<file path="src/rtl/wb_commit_arb_pkg.sv">
// Shared constants and types for the writeback commit arbiter.
// Register/commit-ID widths and execution-unit source indices live here.
package wb_commit_arb_pkg;

    localparam int REG_ADDR_WIDTH  = 5;
    localparam int COMMIT_ID_WIDTH = 3;

    localparam int SRC_ALU = 0;
    localparam int SRC_MUL = 1;
    localparam int SRC_DIV = 2;
    localparam int SRC_LSU = 3;

    // Per-source holding-register metadata; the data word is kept separately
    // because its width is a module parameter.
    typedef struct packed {
        logic                       we;
        logic [REG_ADDR_WIDTH-1:0]  rd;
        logic [COMMIT_ID_WIDTH-1:0] id;
    } hold_meta_t;

endpackage

</file>
<file path="src/rtl/wb_commit_arb_rr_pick2.sv">
// Two-grant round-robin picker: finds the first and second set request bits
// scanning upward from ptr with wrap-around.
module rr_pick2
    import wb_commit_arb_pkg::*;
#(
    parameter int NUM_REQ   = 4,
    parameter int IDX_WIDTH = 2
) (
    input  logic [NUM_REQ-1:0]   req,
    input  logic [IDX_WIDTH-1:0] ptr,
    output logic [IDX_WIDTH-1:0] grant_a,
    output logic                 grant_a_valid,
    output logic [IDX_WIDTH-1:0] grant_b,
    output logic                 grant_b_valid
);

    always_comb begin
        int idx;
        idx           = 0;
        grant_a       = '0;
        grant_a_valid = 1'b0;
        grant_b       = '0;
        grant_b_valid = 1'b0;
        for (int k = 0; k < NUM_REQ; k++) begin
            idx = int'(ptr) + k;
            if (idx >= NUM_REQ) idx = idx - NUM_REQ;
            if (req[idx]) begin
                if (!grant_a_valid) begin
                    grant_a_valid = 1'b1;
                    grant_a       = IDX_WIDTH'(idx);
                end else if (!grant_b_valid) begin
                    grant_b_valid = 1'b1;
                    grant_b       = IDX_WIDTH'(idx);
                end
            end
        end
    end

endmodule

</file>
<file path="src/rtl/wb_commit_arb.sv">
// Writeback commit arbiter: one holding register per execution unit, up to two
// commits per cycle onto a dual-write-port register file, round-robin fair.
module wb_commit_arb
    import wb_commit_arb_pkg::*;
#(
    parameter int NUM_SRC    = 4,
    parameter int DATA_WIDTH = 32
) (
    input  logic                               clk,
    input  logic                               rst_n,
    input  logic [NUM_SRC-1:0]                 src_valid_i,
    output logic [NUM_SRC-1:0]                 src_ready_o,
    input  logic [NUM_SRC*COMMIT_ID_WIDTH-1:0] src_commit_id_i,
    input  logic [NUM_SRC*REG_ADDR_WIDTH-1:0]  src_rd_addr_i,
    input  logic [NUM_SRC-1:0]                 src_rd_we_i,
    input  logic [NUM_SRC*DATA_WIDTH-1:0]      src_rd_data_i,
    output logic                               reg_we_o,
    output logic [REG_ADDR_WIDTH-1:0]          reg_waddr_o,
    output logic [DATA_WIDTH-1:0]              reg_wdata_o,
    output logic                               reg_we2_o,
    output logic [REG_ADDR_WIDTH-1:0]          reg_waddr2_o,
    output logic [DATA_WIDTH-1:0]              reg_wdata2_o,
    output logic                               commit_valid_o,
    output logic [COMMIT_ID_WIDTH-1:0]         commit_id_o,
    output logic                               commit_valid2_o,
    output logic [COMMIT_ID_WIDTH-1:0]         commit_id2_o
);

    localparam int PW = (NUM_SRC > 1) ? $clog2(NUM_SRC) : 1;

    logic [NUM_SRC-1:0]    hold_valid;
    hold_meta_t            hold_meta [NUM_SRC];
    logic [DATA_WIDTH-1:0] hold_data [NUM_SRC];
    logic [PW-1:0]         rr_ptr;

    logic [PW-1:0]         grant_a;
    logic [PW-1:0]         grant_b;
    logic                  grant_a_valid;
    logic                  grant_b_valid;
    logic                  grant_b_ok;
    logic                  waw_conflict;
    hold_meta_t            meta_a;
    hold_meta_t            meta_b;
    logic [NUM_SRC-1:0]    grant;

    function automatic logic [PW-1:0] wrap_inc(input logic [PW-1:0] idx);
        return (int'(idx) == NUM_SRC - 1) ? '0 : idx + 1'b1;
    endfunction

    rr_pick2 #(
        .NUM_REQ   (NUM_SRC),
        .IDX_WIDTH (PW)
    ) u_pick (
        .req           (hold_valid),
        .ptr           (rr_ptr),
        .grant_a       (grant_a),
        .grant_a_valid (grant_a_valid),
        .grant_b       (grant_b),
        .grant_b_valid (grant_b_valid)
    );

    assign meta_a = hold_meta[grant_a];
    assign meta_b = hold_meta[grant_b];

    // Two writes to the same architectural register in one cycle: B waits.
    assign waw_conflict = meta_a.we & meta_b.we & (meta_a.rd == meta_b.rd)
                        & (meta_a.rd != '0);
    assign grant_b_ok   = grant_b_valid & ~waw_conflict;

    always_comb begin
        grant = '0;
        if (grant_a_valid) grant[grant_a] = 1'b1;
        if (grant_b_ok)    grant[grant_b] = 1'b1;
    end

    assign src_ready_o = ~hold_valid | grant;

    always_comb begin
        reg_we_o        = 1'b0;
        reg_waddr_o     = '0;
        reg_wdata_o     = '0;
        commit_valid_o  = 1'b0;
        commit_id_o     = '0;
        reg_we2_o       = 1'b0;
        reg_waddr2_o    = '0;
        reg_wdata2_o    = '0;
        commit_valid2_o = 1'b0;
        commit_id2_o    = '0;
        if (grant_a_valid) begin
            reg_we_o       = meta_a.we & (meta_a.rd != '0);
            reg_waddr_o    = meta_a.rd;
            reg_wdata_o    = hold_data[grant_a];
            commit_valid_o = (meta_a.id != '0);
            commit_id_o    = meta_a.id;
        end
        if (grant_b_ok) begin
            reg_we2_o       = meta_b.we & (meta_b.rd != '0);
            reg_waddr2_o    = meta_b.rd;
            reg_wdata2_o    = hold_data[grant_b];
            commit_valid2_o = (meta_b.id != '0);
            commit_id2_o    = meta_b.id;
        end
    end

    // A new accept overrides the clear of a just-granted entry.
    always_ff @(posedge clk or negedge rst_n) begin
        if (!rst_n) begin
            hold_valid <= '0;
            for (int i = 0; i < NUM_SRC; i++) begin
                hold_meta[i] <= '0;
                hold_data[i] <= '0;
            end
        end else begin
            for (int i = 0; i < NUM_SRC; i++) begin
                if (src_valid_i[i] && src_ready_o[i]) begin
                    hold_valid[i]   <= 1'b1;
                    hold_meta[i].we <= src_rd_we_i[i];
                    hold_meta[i].rd <= src_rd_addr_i[i*REG_ADDR_WIDTH +: REG_ADDR_WIDTH];
                    hold_meta[i].id <= src_commit_id_i[i*COMMIT_ID_WIDTH +: COMMIT_ID_WIDTH];
                    hold_data[i]    <= src_rd_data_i[i*DATA_WIDTH +: DATA_WIDTH];
                end else if (grant[i]) begin
                    hold_valid[i] <= 1'b0;
                end
            end
        end
    end

    always_ff @(posedge clk or negedge rst_n) begin
        if (!rst_n) begin
            rr_ptr <= '0;
        end else if (grant_b_ok) begin
            rr_ptr <= wrap_inc(grant_b);
        end else if (grant_a_valid) begin
            rr_ptr <= wrap_inc(grant_a);
        end
    end

endmodule
</file>
<file path="config.mk">
export PLATFORM = sky130hd
export DESIGN_NAME = wb_commit_arb
export DESIGN_NICKNAME = d
export VERILOG_FILES = /design/src/rtl/wb_commit_arb_pkg.sv /design/src/rtl/wb_commit_arb_rr_pick2.sv /design/src/rtl/wb_commit_arb.sv
export SDC_FILE = /design/constraint.sdc
export NUM_CORES = 1
export LEC_CHECK = 0
export ABC_AREA = 1
export BUFFER_PORTS_ARGS = -buffer_cell sky130_fd_sc_hd__clkbuf_2
export CORE_ASPECT_RATIO = 1.1
export CORE_MARGIN = 4
export CORE_UTILIZATION = 30
export DETAILED_ROUTE_END_ITERATION = 8
export GPL_TIMING_DRIVEN = 0
export HOLD_SLACK_MARGIN = 0.05
export PLACE_DENSITY = 0.53
export SLEW_MARGIN = 20
export SYNTH_ARGS = -nofsm -noshare
export SYNTH_HDL_FRONTEND = slang
export SYNTH_SLANG_ARGS = --single-unit
export TNS_END_PERCENT = 5
</file>
<file path="constraint.sdc">
create_clock -name clk -period 8.65 [get_ports clk]
set_input_delay 1.73 -clock clk [delete_from_list [all_inputs] [get_ports clk]]
set_output_delay 1.73 -clock clk [all_outputs]
set_load 0.01 [all_outputs]
</file>
==> flow_summary.html <==
<table>
<tr><th>Metric</th><th>Value</th></tr>
<tr><th colspan="2">Synth</th></tr>
<tr><td>Fraction of the mapped netlist area in compound gates</td><td>14.3%</td></tr>
<tr><td>Synth Cell Area</td><td>10500 um^2</td></tr>
<tr><td>Number of synthesized register bits</td><td>170</td></tr>
<tr><td>Syn_area_per_cell</td><td>roughly 7.1 um^2</td></tr>
<tr><td>Number of distinct library cell variants in the gate-level netlist after synthesis</td><td>32</td></tr>
<tr><td>Number of synthesized flops with an enable pin</td><td>0</td></tr>
<tr><td>Area fraction in and, or, nand and nor cells after synthesis</td><td>35.5%</td></tr>
<tr><td>Total number of yosys warnings</td><td>0</td></tr>
<tr><td>Ranking of synthesized cells by area</td><td>dfrtp_1, nand2_1, nand3_1</td></tr>
<tr><td>Post-synth top area share</td><td>40.7%</td></tr>
<tr><td>Sequential cell area fraction in the yosys report</td><td>40.7%</td></tr>
<tr><td>Most used DFF post-synth</td><td>dfrtp_1</td></tr>
<tr><td>Post-Synth Adder-Cell Area</td><td>1.20%</td></tr>
<tr><td>Xor-xnor portion of the synthesized cell area</td><td>0%</td></tr>
<tr><td>Synth Net Count</td><td>1656</td></tr>
<tr><td>Post-Syn Instances</td><td>1476</td></tr>
<tr><td>Largest area contributor in the netlist</td><td>dfrtp_1</td></tr>
<tr><td>Async set-reset flop share out of synthesis</td><td>100%</td></tr>
<tr><td>Most frequent cell after synthesis</td><td>nand2_1</td></tr>
<tr><td>Proportion of synthesized area in mux cells</td><td>0%</td></tr>
<tr><td>Main combinational cell family by area after synthesis</td><td>simple AND/OR/NAND/NOR gates</td></tr>
<tr><td>Most instantiated cells after synthesis</td><td>nand2_1, nand3_1, dfrtp_1, a21oi_1, o21ai_0</td></tr>
<tr><th colspan="2">CTS</th></tr>
<tr><td>Maximum level of the CTS H-tree</td><td>4</td></tr>
<tr><td>Cts repair resizes</td><td>0</td></tr>
<tr><td>Clock sink total</td><td>between 150 and 200</td></tr>
<tr><td>Count of hold buffers inserted by post-cts repair</td><td>0</td></tr>
<tr><td>Clock latency of the later-clocked register in the worst-skew pair</td><td>0.46 ns</td></tr>
<tr><td>Total setup buffers inserted after CTS</td><td>0</td></tr>
<tr><td>Buffer levels on the longest clock path</td><td>2</td></tr>
<tr><td>Clock transition time at the flip-flop clock pins of the worst setup and hold paths</td><td>0.07 ns</td></tr>
<tr><td>CTS tree</td><td>done</td></tr>
<tr><td>Clock root buffer</td><td>clkbuf_16</td></tr>
<tr><td>TritonCTS Buffers</td><td>17</td></tr>
<tr><th colspan="2">Finish</th></tr>
<tr><td>Utilization after layout</td><td>37.8%</td></tr>
<tr><td>Layout cell share with drive strength beyond 1</td><td>21.2%</td></tr>
<tr><td>Flip-flop and latch area</td><td>4250 um^2</td></tr>
<tr><td>Inserted Diodes</td><td>0</td></tr>
<tr><td>Number of nets in the layout</td><td>1930</td></tr>
<tr><td>Area of combinational cells with multiple inputs</td><td>5330 um^2</td></tr>
<tr><td>Synthesis-to-layout area growth</td><td>24.0%</td></tr>
<tr><td>Filler instances</td><td>about 3.7k</td></tr>
<tr><th colspan="2">Routing</th></tr>
<tr><td>DRC</td><td>0</td></tr>
<tr><td>Wire length per cell</td><td>roughly 21 um</td></tr>
<tr><td>Router iterations before antenna repair</td><td>6</td></tr>
<tr><td>1st-iter DRT viols</td><td>966</td></tr>
<tr><td>Aggregate routed wire length</td><td>about 46000 um</td></tr>
<tr><td>Vias per Instance</td><td>roughly 5.2</td></tr>
<tr><td>Vias after detailed routing</td><td>11.5k</td></tr>
<tr><td>Number of routed nets with antenna violations</td><td>0</td></tr>
<tr><th colspan="2">STA</th></tr>
<tr><td>Max transition margin</td><td>roughly 35%</td></tr>
<tr><td>Maximum clock skew at final layout</td><td>0.0129 ns</td></tr>
<tr><td>Clock period minus final worst setup slack</td><td>6.29 ns</td></tr>
<tr><td>Post-route setup TNS</td><td>0 ns</td></tr>
<tr><td>Setup repair after global routing missed its margin</td><td>false</td></tr>
<tr><td>Actual slew at the worst max-slew pin</td><td>between 0.9 and 1 ns</td></tr>
<tr><td>Final Hold Violating Endpoints</td><td>0</td></tr>
<tr><td>Final period util</td><td>~73%</td></tr>
<tr><td>Maximum clock frequency</td><td>0.159 GHz</td></tr>
<tr><td>Final count of negative-setup-slack endpoints</td><td>0</td></tr>
<tr><td>Fin Hold WS</td><td>0.474 ns</td></tr>
<tr><td>Final Max Tran Viols</td><td>0</td></tr>
<tr><th colspan="2">Placed design</th></tr>
<tr><td>Detail Placement HPWL</td><td>35600 um</td></tr>
<tr><td>Buffers added on ports</td><td>253</td></tr>
<tr><td>Last weighted congestion value of the routability-driven placer</td><td>between 0.9 and 1</td></tr>
<tr><th colspan="2">Critical path</th></tr>
<tr><td>Critical Path Source Type</td><td>flip-flop</td></tr>
<tr><td>Top fanout value on the critical path</td><td>10</td></tr>
<tr><td>Crit path required time</td><td>6.92 ns</td></tr>
<tr><td>Flop2flop setup slack</td><td>4.45 ns</td></tr>
<tr><td>Crit path kind</td><td>reg -&gt; out</td></tr>
<tr><td>Crit. End Element</td><td>primary output</td></tr>
<tr><td>CP arrival</td><td>4.56 ns</td></tr>
<tr><th colspan="2">Global routing</th></tr>
<tr><td>Total global routing track utilization</td><td>23.9%</td></tr>
<tr><td>Maximum number of pins on one net before global-route repair</td><td>about 70</td></tr>
<tr><td>Via count of the first global-routing pass</td><td>approximately 11k</td></tr>
<tr><td>Number of antenna violations at the first check in global routing</td><td>0</td></tr>
<tr><td>Leftover overflow at the end of global routing</td><td>0</td></tr>
<tr><td>First-pass GRT wire length</td><td>68500 um</td></tr>
<tr><th colspan="2">Die</th></tr>
<tr><td>Total Die Area</td><td>~38000 um^2</td></tr>
<tr><td>IO Count</td><td>approximately 260</td></tr>
<tr><td>Count of standard-cell rows</td><td>71</td></tr>
<tr><td>Horizontal die dimension</td><td>186 um</td></tr>
<tr><td>Core area</td><td>34300 um^2</td></tr>
<tr><td>Initial Utilization</td><td>a little under a third</td></tr>
<tr><td>Die H</td><td>204 um</td></tr>
<tr><th colspan="2">Status</th></tr>
<tr><td>Status</td><td>complete, no violations</td></tr>
<tr><th colspan="2">Job</th></tr>
<tr><td>Count of maximum capacitance violations</td><td>0</td></tr>
<tr><th colspan="2">Worst hold path</th></tr>
<tr><td>Hold WC Path Type</td><td>reg -&gt; reg</td></tr>
</table>
flip-flops by register name, summed over array words and instances (netlist names):
| register | cells |
|---|---|
| rr_ptr | 2 |
| hold_valid | 4 |
| hold_meta | 36 |
| hold_data | 128 |
worst max-delay path: stages, from the launching register on:
cell,delay (ns)
dfrtp_1,0.39
buf_6,0.15
inv_4,0.11
nand2_1,0.09
nand3_1,0.11
nand2_2,0.14
ha_1,0.30
inv_1,0.03
nand2_1,0.05
nand2_1,0.05
nand2_1,0.07
nand2_1,0.06
nand2_2,0.16
buf_4,0.22
nand3_1,0.12
nand2_1,0.09
nand2_1,0.05
nand2_1,0.15
nand2_1,0.09
o21bai_2,0.19
nor2_1,0.07
nand2_2,0.18
nand2_2,0.20
buf_2,0.26
a211oi_1,0.51
clkbuf_2,0.24
per-layer routing:
layer  vias to the layer above  GRT usage [%]  wire length, um
li1                       5454              -                -
met1                      5467           32.2            19800
met2                       519           38.3            21500
met3                        89           4.59             3110
met4                         0           8.82             1680
met5                         -              0                0
stage by stage:
step           area, um^2  worst slack, ns  instances
2_1_floorplan       10500             4.01       1476
3_3_place_gp        12300             2.43       2167
3_5_place_dp        12300             2.85       2169
4_1_cts             13000             2.36       2199
5_1_grt             13000             2.05       2199
6_report            13000             2.36       2199
cell type report:
class,count,share of cell area [%]
Timing Repair Buffer,255,10.3
Buffer,116,4.73
Sequential cell,170,32.8
Multi-Input combinational cell,1121,41.1
Tap cell,438,4.22
Clock inverter,11,1.49
Clock buffer,19,3.41
Inverter,69,2.02
kinds of logic after synthesis:
group	count (synthesis)
AO/OA/AOI/OAI	253
buffers and inverters	185
adder cells (fa/ha/maj)	10
flip-flops	170
AND/OR/NAND/NOR	858
worst paths after layout:
path,start,to,cells past startpoint
setup / recovery,rr_ptr[0],reg_wdata2_o[30],25
hold / removal,hold_data[110],hold_data[110],2
setup reg to reg,rr_ptr[0],hold_data[79],23
hold reg to reg,hold_data[110],hold_data[110],2
max in group asynchronous,rst_n,hold_data[81],2
min in group asynchronous,rst_n,hold_meta[13],1
cell usage in the layout, fill, tap and decap left out, types with 2 or more instances in the layout:
cell       synthesis  layout
nand3b_1           6       6
bufinv_16          0       5
o211ai_1           2       2
nand2_1          560     560
ha_1              10      10
a32o_1             2       2
clkbuf_1          61      62
clkinv_2           0       2
nand3_1          231     231
buf_1              4       4
a21oi_1          105     105
nand2_4           11      11
a211oi_1          32      32
buf_6             11      11
inv_1             63      63
nand2_2           12      12
clkbuf_2           0     252
clkbuf_8           0       2
nor2_1            28      28
clkbuf_16          0      17
a311oi_1          32      32
buf_4             18      18
o21ai_0           74      74
a31oi_1            2       2
inv_2              5       5
nand3_2            6       6
buf_16             0       2
dfrtp_1          170     170
buf_2             22      22
clkinv_4           0       2
Power is not shown: default switching activity piles up to over one toggle a cycle in this logic, so the estimate is an artifact.
